$ cat src/rtl/prog_loader_pkg.sv
// prog_loader_pkg: shared FSM states and constants for the program loader and instruction ROM.
package prog_loader_pkg;

    typedef enum logic [1:0] {
        IDLE,
        LEN,
        DATA,
        CHK
    } state_t;

    localparam logic [7:0] SYNC_DEFAULT = 8'hA5;
    localparam int ROM_DEPTH = 4096;

endpackage

$ cat src/rtl/prog_loader_byte_packer.sv
// prog_loader_byte_packer: collects four bytes little-endian and flags the byte completing a word.
module prog_loader_byte_packer (
    input  logic        clk,
    input  logic        rst,
    input  logic        clr,
    input  logic        shift,
    input  logic [7:0]  data,
    output logic [31:0] word,
    output logic        last
);

    logic [23:0] sr;
    logic [1:0]  cnt;

    // The completing byte is folded in combinationally so the word is usable on its accepting edge.
    assign word = {data, sr};
    assign last = shift && cnt == 2'd3;

    always_ff @(posedge clk) begin
        if (rst || clr) begin
            sr  <= '0;
            cnt <= '0;
        end else if (shift) begin
            sr  <= {data, sr[23:8]};
            cnt <= cnt + 2'd1;
        end
    end

endmodule

$ cat src/rtl/prog_loader.sv
// prog_loader: parses a framed byte stream (sync, length, payload, checksum) into ROM word writes.
module prog_loader
    import prog_loader_pkg::*;
#(
    parameter int               WIDTH     = 32,
    parameter logic [WIDTH-1:0] BASE_ADDR = '0,
    parameter int               MAX_WORDS = ROM_DEPTH,
    parameter logic [7:0]       SYNC_BYTE = SYNC_DEFAULT
) (
    input  logic             clk,
    input  logic             rst,
    input  logic             rx_valid,
    input  logic [7:0]       rx_data,
    output logic             rx_ready,
    output logic             wr_en,
    output logic [WIDTH-1:0] wr_addr_o,
    output logic [WIDTH-1:0] wr_data_o,
    output logic             busy,
    output logic             cpu_hold,
    output logic             done,
    output logic             err
);

    localparam int IW = $clog2(MAX_WORDS + 1);

    state_t           state, state_d;
    logic [IW-1:0]    n, n_d, idx, idx_d;
    logic [7:0]       sum, sum_d;
    logic             err_d, done_d, wr_en_d;
    logic [WIDTH-1:0] wr_addr_d, wr_data_d;
    logic             acc, shift, clr, last;
    logic [31:0]      word;

    // One write per four bytes can never back up, so the loader only refuses bytes while in reset.
    assign rx_ready = !rst;
    assign acc      = rx_valid && rx_ready;
    assign shift    = acc && (state == LEN || state == DATA);
    assign clr      = acc && state == IDLE && rx_data == SYNC_BYTE;
    assign busy     = state != IDLE;
    assign cpu_hold = busy;

    prog_loader_byte_packer u_packer (
        .clk   (clk),
        .rst   (rst),
        .clr   (clr),
        .shift (shift),
        .data  (rx_data),
        .word  (word),
        .last  (last)
    );

    always_comb begin
        state_d   = state;
        n_d       = n;
        idx_d     = idx;
        sum_d     = sum;
        err_d     = err;
        done_d    = 1'b0;
        wr_en_d   = 1'b0;
        wr_addr_d = wr_addr_o;
        wr_data_d = wr_data_o;
        if (acc) begin
            case (state)
                IDLE: if (rx_data == SYNC_BYTE) begin
                    state_d = LEN;
                    err_d   = 1'b0;
                    idx_d   = '0;
                    sum_d   = '0;
                end
                LEN: if (last) begin
                    if (word > 32'(MAX_WORDS)) begin
                        err_d   = 1'b1;
                        state_d = IDLE;
                    end else begin
                        n_d     = IW'(word);
                        state_d = word == 32'd0 ? CHK : DATA;
                    end
                end
                DATA: begin
                    sum_d = sum ^ rx_data;
                    if (last) begin
                        wr_en_d   = 1'b1;
                        wr_addr_d = BASE_ADDR + (WIDTH'(idx) << 2);
                        wr_data_d = WIDTH'(word);
                        idx_d     = idx + 1'b1;
                        state_d   = idx_d == n ? CHK : DATA;
                    end
                end
                default: begin
                    done_d  = rx_data == sum;
                    err_d   = rx_data != sum;
                    state_d = IDLE;
                end
            endcase
        end
    end

    always_ff @(posedge clk) begin
        if (rst) begin
            state     <= IDLE;
            n         <= '0;
            idx       <= '0;
            sum       <= '0;
            err       <= 1'b0;
            done      <= 1'b0;
            wr_en     <= 1'b0;
            wr_addr_o <= BASE_ADDR;
            wr_data_o <= '0;
        end else begin
            state     <= state_d;
            n         <= n_d;
            idx       <= idx_d;
            sum       <= sum_d;
            err       <= err_d;
            done      <= done_d;
            wr_en     <= wr_en_d;
            wr_addr_o <= wr_addr_d;
            wr_data_o <= wr_data_d;
        end
    end

endmodule

$ cat config.mk
export PLATFORM = sky130hd
export DESIGN_NAME = prog_loader
export DESIGN_NICKNAME = d
export VERILOG_FILES = /design/src/rtl/prog_loader_pkg.sv /design/src/rtl/prog_loader_byte_packer.sv /design/src/rtl/prog_loader.sv
export SDC_FILE = /design/constraint.sdc
export NUM_CORES = 1
export LEC_CHECK = 0
export ABC_CLOCK_PERIOD_IN_PS = 3400
export CORE_AREA = 2 2 100 102
export CTS_BUF_LIST = sky130_fd_sc_hd__clkbuf_16
export DETAILED_ROUTE_END_ITERATION = 6
export DIE_AREA = 0 0 102 104
export GPL_TIMING_DRIVEN = 0
export PLACE_DENSITY = 0.78
export SKIP_CTS_REPAIR_TIMING = 1
export SYNTH_ARGS = -nofsm -noshare
export SYNTH_HDL_FRONTEND = slang
export SYNTH_SLANG_ARGS = --single-unit
$ cat constraint.sdc
create_clock -name clk -period 3.4 [get_ports clk]
set_clock_uncertainty 0.15 [all_clocks]
set_input_delay 0.68 -clock clk [delete_from_list [all_inputs] [get_ports clk]]
set_output_delay 0.68 -clock clk [all_outputs]
set_load 0.03 [all_outputs]
# Word level (Yosys, flattened, before mapping)
# Cells that the tools add are included.
# totals
regBits,110
inputBits,11
out_inout_bits,70
wordCells,66
# op_classes
addsub,2
order_cmp,1
eq_ne,11
muxes,17
n_bitwise,4
reduce_logical,20
# op_table
op,count
$gt A32 B13 Y1 const B,1
$logic_not A32 Y1,1
$mux W13,2
$pmux W13 S2,1
$pmux W8 S2,1
$add A13 B1 Y13 const B,1
$eq A13 B13 Y1,1
$reduce_and A4 Y1,3
$eq A8 B8 Y1,1
$eq A8 B8 Y1 const B,1
$mux W2,4
$mux W8,1
$ne A8 B8 Y1,1
$xor A8 B8 Y8,1
$mux W1,6
$pmux W2 S3,1
$reduce_and A3 Y1,2
$logic_and A1 B1 Y1,5
$reduce_and A5 Y1,1
$reduce_or A5 Y1,1
$eq A2 B2 Y1 const B,2
$ne A2 B1 Y1 const B,2
$ne A2 B2 Y1 const B,2
$reduce_bool A2 Y1,2
other kinds (8),11

# Depth between registers and ports, before layout
# logic_depth
ltp_word,6
ltp_mapped,11
mapped_depth_nobuf,10

# Hierarchy
# From an unflattened synthesis, not the netlist that was laid out.
# hier_totals
cells_unflattened,613
hier_area_um2,5172.5
# by_module_without_submodules
module,n_inst,cells_each,area_each_um2
prog_loader,1,518,4132.7
prog_loader_byte_packer,1,95,1039.7

# Least setup slack after synthesis
# OpenSTA, ideal clock, no wires.
# synth_path
path_type,input port to flip-flop
start,input port rx_data[3]
end,register idx[9]
setup_time_ps,71
arrival_ps,2235
setup_slack_ps,944
cell_stages,7
path_cell_list,or4_4 -> o21ai_4 -> and3_1 -> buf_6 -> nand2_2 -> or3_1 -> a21oi_1
# synth_via
elab_chain_len,3
# synth_rtl
item,line_no,text
start: declaration,prog_loader.sv:13,"input logic [7:0] rx_data,"
$eq A8 B8 Y1,prog_loader.sv:64,IDLE: if (rx_data == SYNC_BYTE) begin
$ne A2 B1 Y1 (no source line),--,
$reduce_and A4 Y1 (no source line),--,
end signal: assignment,prog_loader.sv:112,idx <= idx_d;
end: declaration,prog_loader.sv:27,"logic [IW-1:0] n, n_d, idx, idx_d;"
# No other way between the ends.
# A chain may end at the register's enable or synchronous reset.

# Worst setup path in the final report
# layout_path
start,register state[0]
end,output port cpu_hold
# layout_via
elab_chain_len,1
# layout_rtl
item,line_no,text
start: declaration,prog_loader.sv:26,"state_t state, state_d;"
start signal: assignment,prog_loader.sv:110,state <= state_d;
$reduce_bool A2 Y1,prog_loader.sv:39,assign busy = state != IDLE;
end: declaration,prog_loader.sv:19,"output logic cpu_hold,"
# No other way between the ends.

==> flow_summary.ini <==
[run_status]
status = finished, final reports clean

[route]
dr.pass1.iters = 5
routedWlPerCell_um = 14.5
final_antenna_net_count = 0
drc_errors = 0
via_count = 4502
first_iter_violations = 181
via_per_inst = 5.35
wl_um = 12200

[yosys]
synth_cell_types = 52
netlist_area_um2 = 4930
synth_edf_count = 0
yosysWarningCount = 0
yosysSeqAreaShare_pct = 44.7
synth-seq-cells = 110
synthArstFlopShare_pct = 0
synthFlopType = dfxtp_1
syn_area_per_cell_um2 = 8.02
syn_inst = 614

[global_route]
grt_pass1_vias = 4238
grt_overflow = 0
grt_usage_pct = 23.7
grt_max_degree = 19
antenna_found_initial = 0
grt_pass1_wl_um = 20300

[clock_tree]
cts_tree = built
root_buffer = clkbuf_16
cts_buffers = 9
clock_sinks = 110
worstSkewPairLatency_ns = 0.35
cts_buffer_depth = 2
htree_num_levels = 3
clk_pin_slew_ns = 0.07

[min_path]
hp-class = reg -> reg

[setup_path]
path_class = reg -> out
cp-end-kind = primary output
cp_max_fo = 6
cp.required_ns = 2.57
start_kind = flip-flop
reg2reg_slack_ns = 0.42
arrival_ns = 2.17

[timing]
period_share_pct = 88.2
hold_viol = 0
rsz0062_at_grt = false
setup_viol = 0
worst_pin_slew_ns = 0.724
slew_viol_final = 0
fmax_mhz = 333
setup_tns_ns = 0
slew-limit-headroom_pct = 51.8
period_needed_ns = 3.00
hold_ws_ns = 0.303

[die]
io_pins = 81
core_um2 = 9550
fp.dieW_um = 102
rows = 36
die_h_um = 104
die_area_um2 = 10600
start_util_pct = 51.6

[cells_and_area]
nets = 721
final_cells = 842
area_growth_pct = 23.2
post-route-util_pct = 63.6
num-fill-cells = 843
diodes = 0
drive_above_1_share_pct = 8.18

[placement]
hpwl_um = 8870
place_congestion = 0.876
place_inst = 826
numPortBuffers = 61

[job]
cap_viol_max_count = 0

[power_and_ir_drop]
power.density_nw_per_um2 = 405
power.leakage_nw = 2.25
peakVddDrop_mv = 0.324
[cell type report]
type                    instances  area [um^2]  area share, %
multi-input cells             461         2450           40.3
flip-flops and latches        110         2200           36.3
repair buffers                 61          611           10.1
plain buffers                  54          320           5.28
clock buffers                   9          225           3.71
well taps                     133          166           2.74
clock inverters                 7         72.6           1.20
inverters                       7         26.3          0.433
[worst paths after layout]
check / start / to / cells past startpoint
setup / recovery: state[0] / cpu_hold / 5
hold / removal: wr_data_o[20] / wr_data_o[20] / 2
setup reg to reg: state[1] / wr_data_o[23] / 11
hold reg to reg: wr_data_o[20] / wr_data_o[20] / 2
[cell usage after synthesis, types with 8 or more instances]
| master | count | area share, % |
|---|---|---|
| nand2_1 | 153 | 12 |
| dfxtp_1 | 110 | 45 |
| a21oi_1 | 96 | 9.8 |
| nor2_1 | 45 | 3.4 |
| clkbuf_1 | 22 | 1.7 |
| buf_4 | 21 | 3.2 |
| o21ai_0 | 17 | 1.7 |
| mux2i_1 | 14 | 2.8 |
| xor2_1 | 14 | 2.5 |
| xnor2_1 | 12 | 2.1 |
| nand3b_1 | 11 | 1.7 |
| nor3_1 | 8 | 0.81 |
[cell usage in the layout, fill, tap and decap left out, types with 6 or more instances in the layout]
cell	instances
a21oi_1	96
buf_4	21
clkbuf_1	22
clkbuf_16	9
clkdlybuf4s50_1	61
conb_1	19
dfxtp_1	110
ha_1	6
inv_1	7
mux2i_1	14
nand2_1	153
nand3_1	7
nand3b_1	11
nor2_1	45
nor3_1	8
o21ai_0	17
or4_1	7
xnor2_1	12
xor2_1	14
[power breakdown]
part           internal, W  switching (W)  total, W
clock network     0.000573       0.000485   0.00106
registers          0.00129   0.0000000837   0.00129
logic            0.0000351      0.0000751  0.000110
total              0.00190       0.000561   0.00246
[stage by stage]
stage	worst slack, ns	total power [W]	cell area (um^2)
2_1_floorplan	0.944	0.00139	4990
6_report	0.400	0.00246	6070
4_1_cts	0.390	0.00246	6070
3_5_place_dp	0.0956	0.00143	5770
5_1_grt	0.163	0.00253	6070
3_3_place_gp	0.152	0.00142	5770
[sequential cells by signal (all words and copies together) (netlist names)]
register,flops
wr_addr_o,13
wr_data_o,32
idx,13
sum,8
u_packer.sr,24
err,1
state,2
u_packer.cnt,2
n,13
done,1
wr_en,1
[per-layer routing]
metal	track usage, %	share of wire (%)
met4	7.14	1.8
met3	4.91	5.6
met5	0	0
met1	30.2	43
met2	40.1	50
[logic make-up (layout without fill, tap and decap cells)]
kind of cell               count (synthesis)  count (layout)  synth area share [%]
adders and majority gates                  6               6                  1.52
other                                      1              19                0.0761
and+or+nand+nor                          264             264                  24.2
muxes                                     14              14                  2.84
AOI/OAI and AO/OA                        132             132                  15.0
xor gates and xnor gates                  26              26                  4.62
DFF                                      110             110                  44.7
buffers and inverters                     61             138                  7.03
[critical path, cell delays in order (launching register included)]
cell	delay [ns]
dfxtp_1	0.44
inv_1	0.10
ha_1	0.29
inv_1	0.19
buf_4	0.14
clkdlybuf4s50_1	0.66
No activity file was read; power rests on OpenSTA's default activity.
